--- src/rtl/fb_pkg.sv ---
// -----------------------------------------------------------------------------
// fb_pkg
// Shared definitions for the frame-buffer memory port: default bus widths,
// YCrCb field positions inside a 36-bit pixel word, the neutral chroma value,
// the per-cycle ZBT operation encoding and a pixel packing helper.
// -----------------------------------------------------------------------------
package fb_pkg;

  // Word address is {y[8:0], x[9:0]}; word is 6 pad bits + 3x10-bit YCrCb.
  localparam int ADDR_W = 19;
  localparam int DATA_W = 36;

  localparam int Y_LSB  = 20;
  localparam int CR_LSB = 10;
  localparam int CB_LSB = 0;

  localparam logic [9:0] GRAY_CHROMA = 10'd512;

  // One ZBT operation is issued per cycle.
  typedef enum logic [1:0] {
    OP_NOP   = 2'd0,
    OP_READ  = 2'd1,
    OP_WRITE = 2'd2
  } fb_op_e;

  function automatic logic [DATA_W-1:0] pack_pixel(input logic [9:0] y,
                                                   input logic [9:0] cr,
                                                   input logic [9:0] cb);
    logic [DATA_W-1:0] w;
    w              = '0;
    w[Y_LSB +: 10]  = y;
    w[CR_LSB +: 10] = cr;
    w[CB_LSB +: 10] = cb;
    return w;
  endfunction

endpackage

--- src/rtl/fb_write_fifo.sv ---
// -----------------------------------------------------------------------------
// fb_write_fifo
// Write buffer of DEPTH {addr, data} entries (DEPTH a power of 2, >= 2).
// Every entry address is exported together with a per-slot valid bit so the
// port can compare an incoming read address against all buffered writes.
//
// Ports:
//   clk, reset           clock, asynchronous active-high reset
//   push, push_addr/data enqueue one entry (ignored while full)
//   pop                  dequeue the head entry (ignored while empty)
//   head_addr/head_data  oldest entry
//   full, empty          occupancy flags
//   entry_addr/entry_vld all slot addresses and their valid bits
// -----------------------------------------------------------------------------
module fb_write_fifo #(
  parameter int ADDR_W = fb_pkg::ADDR_W,
  parameter int DATA_W = fb_pkg::DATA_W,
  parameter int DEPTH  = 4
) (
  input  logic                         clk,
  input  logic                         reset,
  input  logic                         push,
  input  logic [ADDR_W-1:0]            push_addr,
  input  logic [DATA_W-1:0]            push_data,
  input  logic                         pop,
  output logic [ADDR_W-1:0]            head_addr,
  output logic [DATA_W-1:0]            head_data,
  output logic                         full,
  output logic                         empty,
  output logic [DEPTH-1:0][ADDR_W-1:0] entry_addr,
  output logic [DEPTH-1:0]             entry_vld
);

  localparam int PTR_W = $clog2(DEPTH);
  localparam logic [PTR_W:0]   FULL_CNT = (PTR_W+1)'(DEPTH);
  localparam logic [PTR_W:0]   CNT_ONE  = (PTR_W+1)'(1);
  localparam logic [PTR_W-1:0] PTR_ONE  = PTR_W'(1);

  logic [DATA_W-1:0] data_mem [DEPTH];
  logic [PTR_W-1:0]  wr_ptr;
  logic [PTR_W-1:0]  rd_ptr;
  logic [PTR_W:0]    count;
  logic              push_ok;
  logic              pop_ok;

  assign full      = (count == FULL_CNT);
  assign empty     = (count == '0);
  assign push_ok   = push & ~full;
  assign pop_ok    = pop & ~empty;
  assign head_addr = entry_addr[rd_ptr];
  assign head_data = data_mem[rd_ptr];

  // Entry storage: payload only, qualified by entry_vld.
  always_ff @(posedge clk) begin
    if (push_ok) begin
      entry_addr[wr_ptr] <= push_addr;
      data_mem[wr_ptr]   <= push_data;
    end
  end

  // Pointers, occupancy and slot valid bits.
  always_ff @(posedge clk or posedge reset) begin
    if (reset) begin
      wr_ptr    <= '0;
      rd_ptr    <= '0;
      count     <= '0;
      entry_vld <= '0;
    end else begin
      if (push_ok) wr_ptr <= wr_ptr + PTR_ONE;
      if (pop_ok)  rd_ptr <= rd_ptr + PTR_ONE;
      case ({push_ok, pop_ok})
        2'b10:   count <= count + CNT_ONE;
        2'b01:   count <= count - CNT_ONE;
        default: ;
      endcase
      for (int i = 0; i < DEPTH; i++) begin
        if (pop_ok && (rd_ptr == PTR_W'(i)))  entry_vld[i] <= 1'b0;
        if (push_ok && (wr_ptr == PTR_W'(i))) entry_vld[i] <= 1'b1;
      end
    end
  end

endmodule

--- src/rtl/frame_buffer_port.sv ---
// -----------------------------------------------------------------------------
// frame_buffer_port
// Memory-side responder between one image-processing engine and a pipelined
// single-ported ZBT SRAM bank. Writes are buffered in a small FIFO and drained
// in idle cycles; reads have priority and a fixed latency of MEM_LATENCY+1
// cycles. A read whose address matches a buffered write, or a write still in
// the ZBT pipeline, is stalled so it can never return stale data.
//
// Ports:
//   clk, reset                 clock, asynchronous active-high reset
//   rd_req/rd_addr/rd_ready    read request handshake
//   rd_valid/rd_data           one-cycle read strobe, registered data (held)
//   wr_req/wr_addr/wr_data/wr_ready   write request handshake
//   mem_addr/mem_we            registered ZBT command
//   mem_wdata/mem_wdata_oe     ZBT write data, MEM_LATENCY cycles after mem_we
//   mem_rdata                  ZBT read data
//   idle                       nothing buffered or in flight
// -----------------------------------------------------------------------------
module frame_buffer_port #(
  parameter int ADDR_W      = fb_pkg::ADDR_W,
  parameter int DATA_W      = fb_pkg::DATA_W,
  parameter int MEM_LATENCY = 2,
  parameter int WFIFO_DEPTH = 4
) (
  input  logic              clk,
  input  logic              reset,
  input  logic              rd_req,
  input  logic [ADDR_W-1:0] rd_addr,
  output logic              rd_ready,
  output logic              rd_valid,
  output logic [DATA_W-1:0] rd_data,
  input  logic              wr_req,
  input  logic [ADDR_W-1:0] wr_addr,
  input  logic [DATA_W-1:0] wr_data,
  output logic              wr_ready,
  output logic [ADDR_W-1:0] mem_addr,
  output logic              mem_we,
  output logic [DATA_W-1:0] mem_wdata,
  output logic              mem_wdata_oe,
  input  logic [DATA_W-1:0] mem_rdata,
  output logic              idle
);

  import fb_pkg::*;

  logic                               fifo_full;
  logic                               fifo_empty;
  logic                               wr_push;
  logic                               wr_pop;
  logic                               hazard;
  logic [ADDR_W-1:0]                  head_addr;
  logic [DATA_W-1:0]                  head_data;
  logic [WFIFO_DEPTH-1:0][ADDR_W-1:0] ent_addr;
  logic [WFIFO_DEPTH-1:0]             ent_vld;
  fb_op_e                             op;

  // Write in ZBT pipeline: index 0 is the cycle mem_we is high.
  logic [MEM_LATENCY-1:0] wvld_p;
  logic [ADDR_W-1:0]      waddr_p [MEM_LATENCY];
  logic [DATA_W-1:0]      wdata_p [MEM_LATENCY];
  // Read tags: index 0 is the cycle the read address is on mem_addr.
  logic [MEM_LATENCY:0]   rvld_p;

  fb_write_fifo #(
    .ADDR_W (ADDR_W),
    .DATA_W (DATA_W),
    .DEPTH  (WFIFO_DEPTH)
  ) u_wfifo (
    .clk        (clk),
    .reset      (reset),
    .push       (wr_push),
    .push_addr  (wr_addr),
    .push_data  (wr_data),
    .pop        (wr_pop),
    .head_addr  (head_addr),
    .head_data  (head_data),
    .full       (fifo_full),
    .empty      (fifo_empty),
    .entry_addr (ent_addr),
    .entry_vld  (ent_vld)
  );

  assign wr_ready = ~fifo_full;
  assign wr_push  = wr_req & wr_ready;

  // A pending write to the same word is either still buffered or inside the
  // ZBT pipeline; both must drain before the read may be issued.
  always_comb begin
    hazard = 1'b0;
    for (int i = 0; i < WFIFO_DEPTH; i++) begin
      if (ent_vld[i] && (ent_addr[i] == rd_addr)) hazard = 1'b1;
    end
    for (int i = 0; i < MEM_LATENCY; i++) begin
      if (wvld_p[i] && (waddr_p[i] == rd_addr)) hazard = 1'b1;
    end
  end

  // A full FIFO blocks reads, which forces a write to drain this cycle.
  assign rd_ready = rd_req & ~fifo_full & ~hazard;

  always_comb begin
    op = OP_NOP;
    if (rd_req && rd_ready) op = OP_READ;
    else if (!fifo_empty)   op = OP_WRITE;
  end

  assign wr_pop = (op == OP_WRITE);

  assign idle = fifo_empty & ~(|wvld_p) & ~(|rvld_p) & ~mem_wdata_oe;

  // Write payload delay line (data only, qualified by wvld_p).
  always_ff @(posedge clk) begin
    // p0: head entry captured as it is issued
    waddr_p[0] <= head_addr;
    wdata_p[0] <= head_data;
    // p1..: follow the ZBT pipeline
    for (int i = 1; i < MEM_LATENCY; i++) begin
      waddr_p[i] <= waddr_p[i-1];
      wdata_p[i] <= wdata_p[i-1];
    end
  end

  always_ff @(posedge clk or posedge reset) begin
    if (reset) begin
      mem_addr     <= '0;
      mem_we       <= 1'b0;
      mem_wdata    <= '0;
      mem_wdata_oe <= 1'b0;
      rd_valid     <= 1'b0;
      rd_data      <= '0;
      wvld_p       <= '0;
      rvld_p       <= '0;
    end else begin
      // p0: ZBT command issue
      case (op)
        OP_READ: begin
          mem_addr <= rd_addr;
          mem_we   <= 1'b0;
        end
        OP_WRITE: begin
          mem_addr <= head_addr;
          mem_we   <= 1'b1;
        end
        default: mem_we <= 1'b0;
      endcase
      wvld_p[0] <= (op == OP_WRITE);
      rvld_p[0] <= (op == OP_READ);
      // p1..: tags follow the ZBT pipeline
      for (int i = 1; i < MEM_LATENCY; i++) wvld_p[i] <= wvld_p[i-1];
      for (int i = 1; i <= MEM_LATENCY; i++) rvld_p[i] <= rvld_p[i-1];
      // Write data phase: bus driven only in its slot, zero otherwise.
      mem_wdata_oe <= wvld_p[MEM_LATENCY-1];
      mem_wdata    <= wvld_p[MEM_LATENCY-1] ? wdata_p[MEM_LATENCY-1] : '0;
      // Read return: mem_rdata is valid MEM_LATENCY cycles after the address.
      rd_valid <= rvld_p[MEM_LATENCY];
      if (rvld_p[MEM_LATENCY]) rd_data <= mem_rdata;
    end
  end

endmodule

--- config.mk ---
export PLATFORM = sky130hd
export DESIGN_NAME = frame_buffer_port
export DESIGN_NICKNAME = d
export VERILOG_FILES = /design/src/rtl/fb_pkg.sv /design/src/rtl/fb_write_fifo.sv /design/src/rtl/frame_buffer_port.sv
export SDC_FILE = /design/constraint.sdc
export NUM_CORES = 1
export LEC_CHECK = 0
export CELL_PAD_IN_SITES_DETAIL_PLACEMENT = 0
export CELL_PAD_IN_SITES_GLOBAL_PLACEMENT = 1
export CORE_MARGIN = 2
export CORE_UTILIZATION = 48
export CTS_BUF_LIST = sky130_fd_sc_hd__clkbuf_8
export DETAILED_ROUTE_END_ITERATION = 10
export GPL_TIMING_DRIVEN = 0
export PLACE_DENSITY = 0.86
export RECOVER_POWER = 25
export SLEW_MARGIN = 40
export SYNTH_ARGS = -nofsm -noshare
export SYNTH_HDL_FRONTEND = slang
export SYNTH_SLANG_ARGS = --single-unit
export TNS_END_PERCENT = 10
--- constraint.sdc ---
create_clock -name clk -period 4.3 [get_ports clk]
set_input_delay 0.86 -clock clk [delete_from_list [all_inputs] [get_ports clk]]
set_output_delay 0.86 -clock clk [all_outputs]
set_load 0.01 [all_outputs]
Word level (Yosys, flattened, before mapping). Memory sizes are Yosys's and may differ from the RTL's. Index checks and enable logic that the tools add are counted.

Input port bits: 114. Bits in registers: 186. Bits in writable memories: 254. Memories: 3.

Add/sub/neg operators: 4. Reductions and logical operators: 27. Order comparisons: 3. Equal/unequal tests: 17. Multiplexer cells: 27. Bitwise gates (word level): 14.

Memories: u_wfifo.data_mem (depth 4, width 36, rd ports 1, clocked after Yosys merged registers in 0, wr ports 1, RTL line fb_write_fifo.sv:39) `logic [DATA_W-1:0] data_mem [DEPTH];`; wdata_p (depth 2, width 36, rd ports 2, clocked after Yosys merged registers in 0, wr ports 2, RTL line frame_buffer_port.sv:60) `logic [DATA_W-1:0] wdata_p [MEM_LATENCY];`; waddr_p (depth 2, width 19, rd ports 2, clocked after Yosys merged registers in 0, wr ports 2, RTL line frame_buffer_port.sv:59) `logic [ADDR_W-1:0] waddr_p [MEM_LATENCY];`.

Operator list (count): equality test 19 bit (6); bitwise mux 76 bit (1); binary-select mux 19 bit (select 2 bit) (1); demux 19 bit (select 2 bit) (1); two-way mux 19 bit (2); one-hot mux 19 bit (2 select lines) (1); two-way mux 36 bit (1); two-way mux 1 bit (17); logical AND 1 bit (16); equality test 2 bit (second input constant) (6); nonzero test 2 bit (6); bitwise AND 1 bit (8); equality test 2 x 1 -> 1 bit (second input constant) (4); < comparator 2 x 3 -> 1 bit (second input constant) (2); inverter 1 bit (6); one-hot mux 3 bit (2 select lines) (1); adder 2 x 1 -> 2 bit (second input constant) (2); logical NOT 2 bit (2); two-way mux 2 bit (2); adder 3 x 1 -> 3 bit (second input constant) (1); equality test 3 bit (second input constant) (1); logical NOT 3 bit (1); OR reduction 3 bit (1); subtractor 3 x 1 -> 3 bit (second input constant) (1); 2 further kinds (2).

Depth between registers and ports, before layout.
Word-level depth: 17. Gate-level depth with buffers: 11. Depth with buffers taken out: 10.

Cells and area by module. Synthesis repeated with hierarchy kept, for this count alone.

Cells, all modules: 859. Area, all modules: 15871.5 µm².

By module, submodules not included: fb_write_fifo (cells each 346, seq. area each 6881.6 µm², area an instance 8573.2 µm², instances 1); frame_buffer_port (cells each 513, seq. area each 4654.5 µm², area an instance 7298.2 µm², instances 1).

Worst setup path after synthesis. OpenSTA, ideal clock, no wires.

Path type: input port to output port. Start point: input rd_addr[5]. End point: output rd_ready. Data required time: 3.440 ns. Slack: 1.150 ns. Arrival time: 2.290 ns. Cell stages on the path: 8. Cell sequence: buf_6 -> xor2_1 -> nor4_1 -> nand3_1 -> o311a_4 -> nand4_4 -> buf_6 -> inv_1.

Longest elaborated chain between the ends: 10. Elaborated cells on any way between the ends: 20.

RTL lines: start, declared (RTL line frame_buffer_port.sv:28) `input logic [ADDR_W-1:0] rd_addr,`; equality test 19 bit (RTL line frame_buffer_port.sv:91) `if (ent_vld[i] && (ent_addr[i] == rd_addr)) hazard = 1'b1;`; logical AND 1 bit (RTL line frame_buffer_port.sv:91); two-way mux 1 bit (4 in a row) (RTL line frame_buffer_port.sv:91); two-way mux 1 bit (RTL line frame_buffer_port.sv:94) `if (wvld_p[i] && (waddr_p[i] == rd_addr)) hazard = 1'b1;`; two-way mux 1 bit * (RTL line frame_buffer_port.sv:94); inverter 1 bit * (RTL line frame_buffer_port.sv:99) `assign rd_ready = rd_req & ~fifo_full & ~hazard;`; bitwise AND 1 bit * (RTL line frame_buffer_port.sv:99); end, declared (RTL line frame_buffer_port.sv:29) `output logic rd_ready,`.

Mark *: on every way between the ends. The rest lies on a longest branch, timed or not.

Worst setup path in the final report.
Start point: input rd_addr[2]. End point: output rd_ready.

The elaborated chain is that of the path after synthesis.

==> metrics.txt <==
outcome=finished, violations left; failing checks=capacitance limit, slew limit; synthesized instance count=901; top post-synthesis cells by count=edfxtp_1 (220), dfxtp_1 (110), dfrtp_1 (109), xnor2_1 (94), nand2_1 (63); hold-fix buffers at CTS=0; Site Rows=66; RSZ-0062 raised after global routing=false; Vias/cell=between 4 and 5; # setup viols final=0; most numerous cell in the Yosys netlist=edfxtp_1; initial antenna violation count=6; clock slew at reported path FFs=roughly 60 ps; Final Power=about 14 mW; proportion of netlist area held by the largest area contributor=0.416; Root Driver=clkbuf_8; P&R area growth vs syn=25.1%; clock buffer depth=3; fmax=roughly 250 MHz; Synth area leaders=edfxtp_1 (42%), dfrtp_1 (17%), dfxtp_1 (14%); DR WL/cell=between 15 and 20 um; Slew @ Worst Pin=around 1800 ps; PostCTS Resize Cnt=0; # clock sinks=about 440; async set-reset flop share out of synthesis=0.248; worst min path class=reg2reg; Clock Skews=~24 ps; CTS buffer count=71; top_reg_cell synth=edfxtp_1; largest net degree at the start of global routing=76; synthesized area=15900 um^2; CTS tree=done; Setup Buffers After CTS=0; P_leak=approximately 7.4 nW; sequential area share after synthesis=0.726; full die area=around 35000 um^2; Yosys reg bits=around 440; max_cap viols=1; fin crit share=0.942; first-pass GRT wire length=just over 50 mm; RePlAce Congestion=0.800; GRT Total Usage=0.198; Congestion Overflow GR=0; num ports=approximately 210; post-synth net total=around 1000; Hold Vio Cnt, Final=0; Die Y=about 190 um; share of post-route cells with drive strength above 1=0.198; hpwl dp=22.8 mm; Post-synth EDFFs=between 200 and 250; worst IR drop on VDD=0.359 mV; vias in the first global route=roughly 8900; Syn. warnings=0; First DRT Iteration DRCs=between 500 and 600; Avg Cell Area, Syn=between 15 and 20 um^2; max-slew violation count=35; DRC Markers=0; drt total wl=~33 mm; Clock Latency Late Sink=590 ps; worst endpoint required time=3440 ps; CP Launch Type=input port; WS Path Type=in2out; IO buf count=roughly 190; H-tree level count=3; fill cell count=2491; min cycle time layout=between 4000 and 5000 ps; slew margin rel.=-0.213; remaining antenna violation count=0; DR vias=~8300; Die W=roughly 190 um; final setup TNS=0 ps; Critical Path Fanout Max=10; fin util=0.611; Pre-antenna DRT Iters=5; Yosys top cell by area=edfxtp_1; nature of the critical path endpoint=primary output; Distinct cells, synth=34; CP Data Arrival Time=about 3200 ps; Core Region=roughly 33000 um^2; Power Dens Cells=688 nW/um^2; Initial Utilization=0.488; final net count=around 1300
[final timing paths]
check | slack, ps | to | depth (start not counted) | start
worst max-delay path | 250 | rd_ready | 9 | rd_addr[2]
worst min-delay path | 320 | wdata_p[0][67] | 0 | wdata_p[0][31]
worst max register to register | 1330 | u_wfifo.count[1] | 8 | u_wfifo.entry_addr[40]
worst min register to register | 320 | wdata_p[0][67] | 0 | wdata_p[0][31]
max in group asynchronous | 2100 | u_wfifo.rd_ptr[1] | 3 | reset
min in group asynchronous | 1170 | rd_data[3] | 2 | reset
[sequential cells by signal, indices dropped and copies added, names as in the netlist, 3 cells and up]
signal and flops:
u_wfifo.data_mem 144, u_wfifo.entry_addr 76, wdata_p 72, waddr_p 38, mem_wdata 36, rd_data 36
mem_addr 19, u_wfifo.entry_vld 4, rvld_p 3, u_wfifo.count 3
[per-layer routing]
layer | vias to the layer above | routed length [um] | global-route usage
met5 | - | 38 | 0
met4 | 6 | 440 | 0.0539
met3 | 47 | 2810 | 0.0571
met2 | 307 | 16000 | 0.322
met1 | 4144 | 14100 | 0.260
li1 | 3820 | - | -
[area by class of cell]
type	count	area, um^2	share of cell area
Timing Repair Buffer	196	2040	0.103
Sequential cell	439	11500	0.580
Buffer	47	294	0.0148
Multi-Input combinational cell	403	4010	0.202
Clock buffer	79	1090	0.0547
Tap cell	442	553	0.0278
Inverter	12	66.3	0.00334
Antenna cell	3	7.51	0.000378
Clock inverter	52	282	0.0142
[logic make-up (layout without fill, tap and decap cells)]
logic type,count (synthesis),after routing,synth area share
xor+xnor,119,119,0.0656
flops,439,439,0.726
compound gates,10,10,0.00772
fa+ha+maj,10,10,0.00835
mux,112,112,0.122
buf+inv,59,386,0.0214
simple gates,152,152,0.0488
other cells,0,3,0
[layout by cell type, fill, tap and decap left out, types with 2 or more instances in the layout]
cell type	netlist	layout
and2_1	37	37
buf_2	16	16
nand4_1	25	25
nand2_1	63	63
nor3_1	5	5
a41oi_1	5	5
buf_1	6	6
xnor2_1	94	94
xor2_1	25	25
clkinv_1	0	8
mux4_2	55	55
nor2_1	11	11
buf_6	9	9
ha_1	9	9
clkinv_8	0	2
dlygate4sd3_1	0	35
inv_1	12	41
mux2_2	42	42
clkbuf_8	1	80
mux2_4	14	14
edfxtp_1	220	220
clkinvlp_4	0	2
nor4_1	7	7
dfrtp_1	109	109
clkinv_2	0	2
a22oi_2	2	2
clkbuf_1	13	13
buf_12	1	2
diode_2	0	3
dfxtp_1	110	110
clkdlybuf4s50_1	0	156
buf_16	0	4
inv_6	0	5
[critical path, stage by stage]
cell and delay (ps):
buf_6 130, xor2_1 180, nor4_1 390, nand3_1 230, o311a_4 460, nand4_4 190, buf_6 200, inv_1 50
clkdlybuf4s50_1 490
[power breakdown]
group / switching, mW / internal (mW)
sequential: 0.547 / 5.86
combinational: 1.85 / 2.06
clock: 1.57 / 1.77
[metrics by stage]
| step | instance area, um^2 | hold slack, ps | instances | setup WS (ps) |
|---|---|---|---|---|
| after floorplan | 15900 | 310 | 901 | 566 |
| after CTS | 19900 | 321 | 1670 | 242 |
| after global routing | 19900 | 327 | 1671 | 139 |
| after detailed placement | 18500 | 312 | 1539 | 272 |
| after global placement | 18300 | 310 | 1534 | -1360 |
| final | 19900 | 317 | 1673 | 250 |
Power figures use the tool's default switching activity.
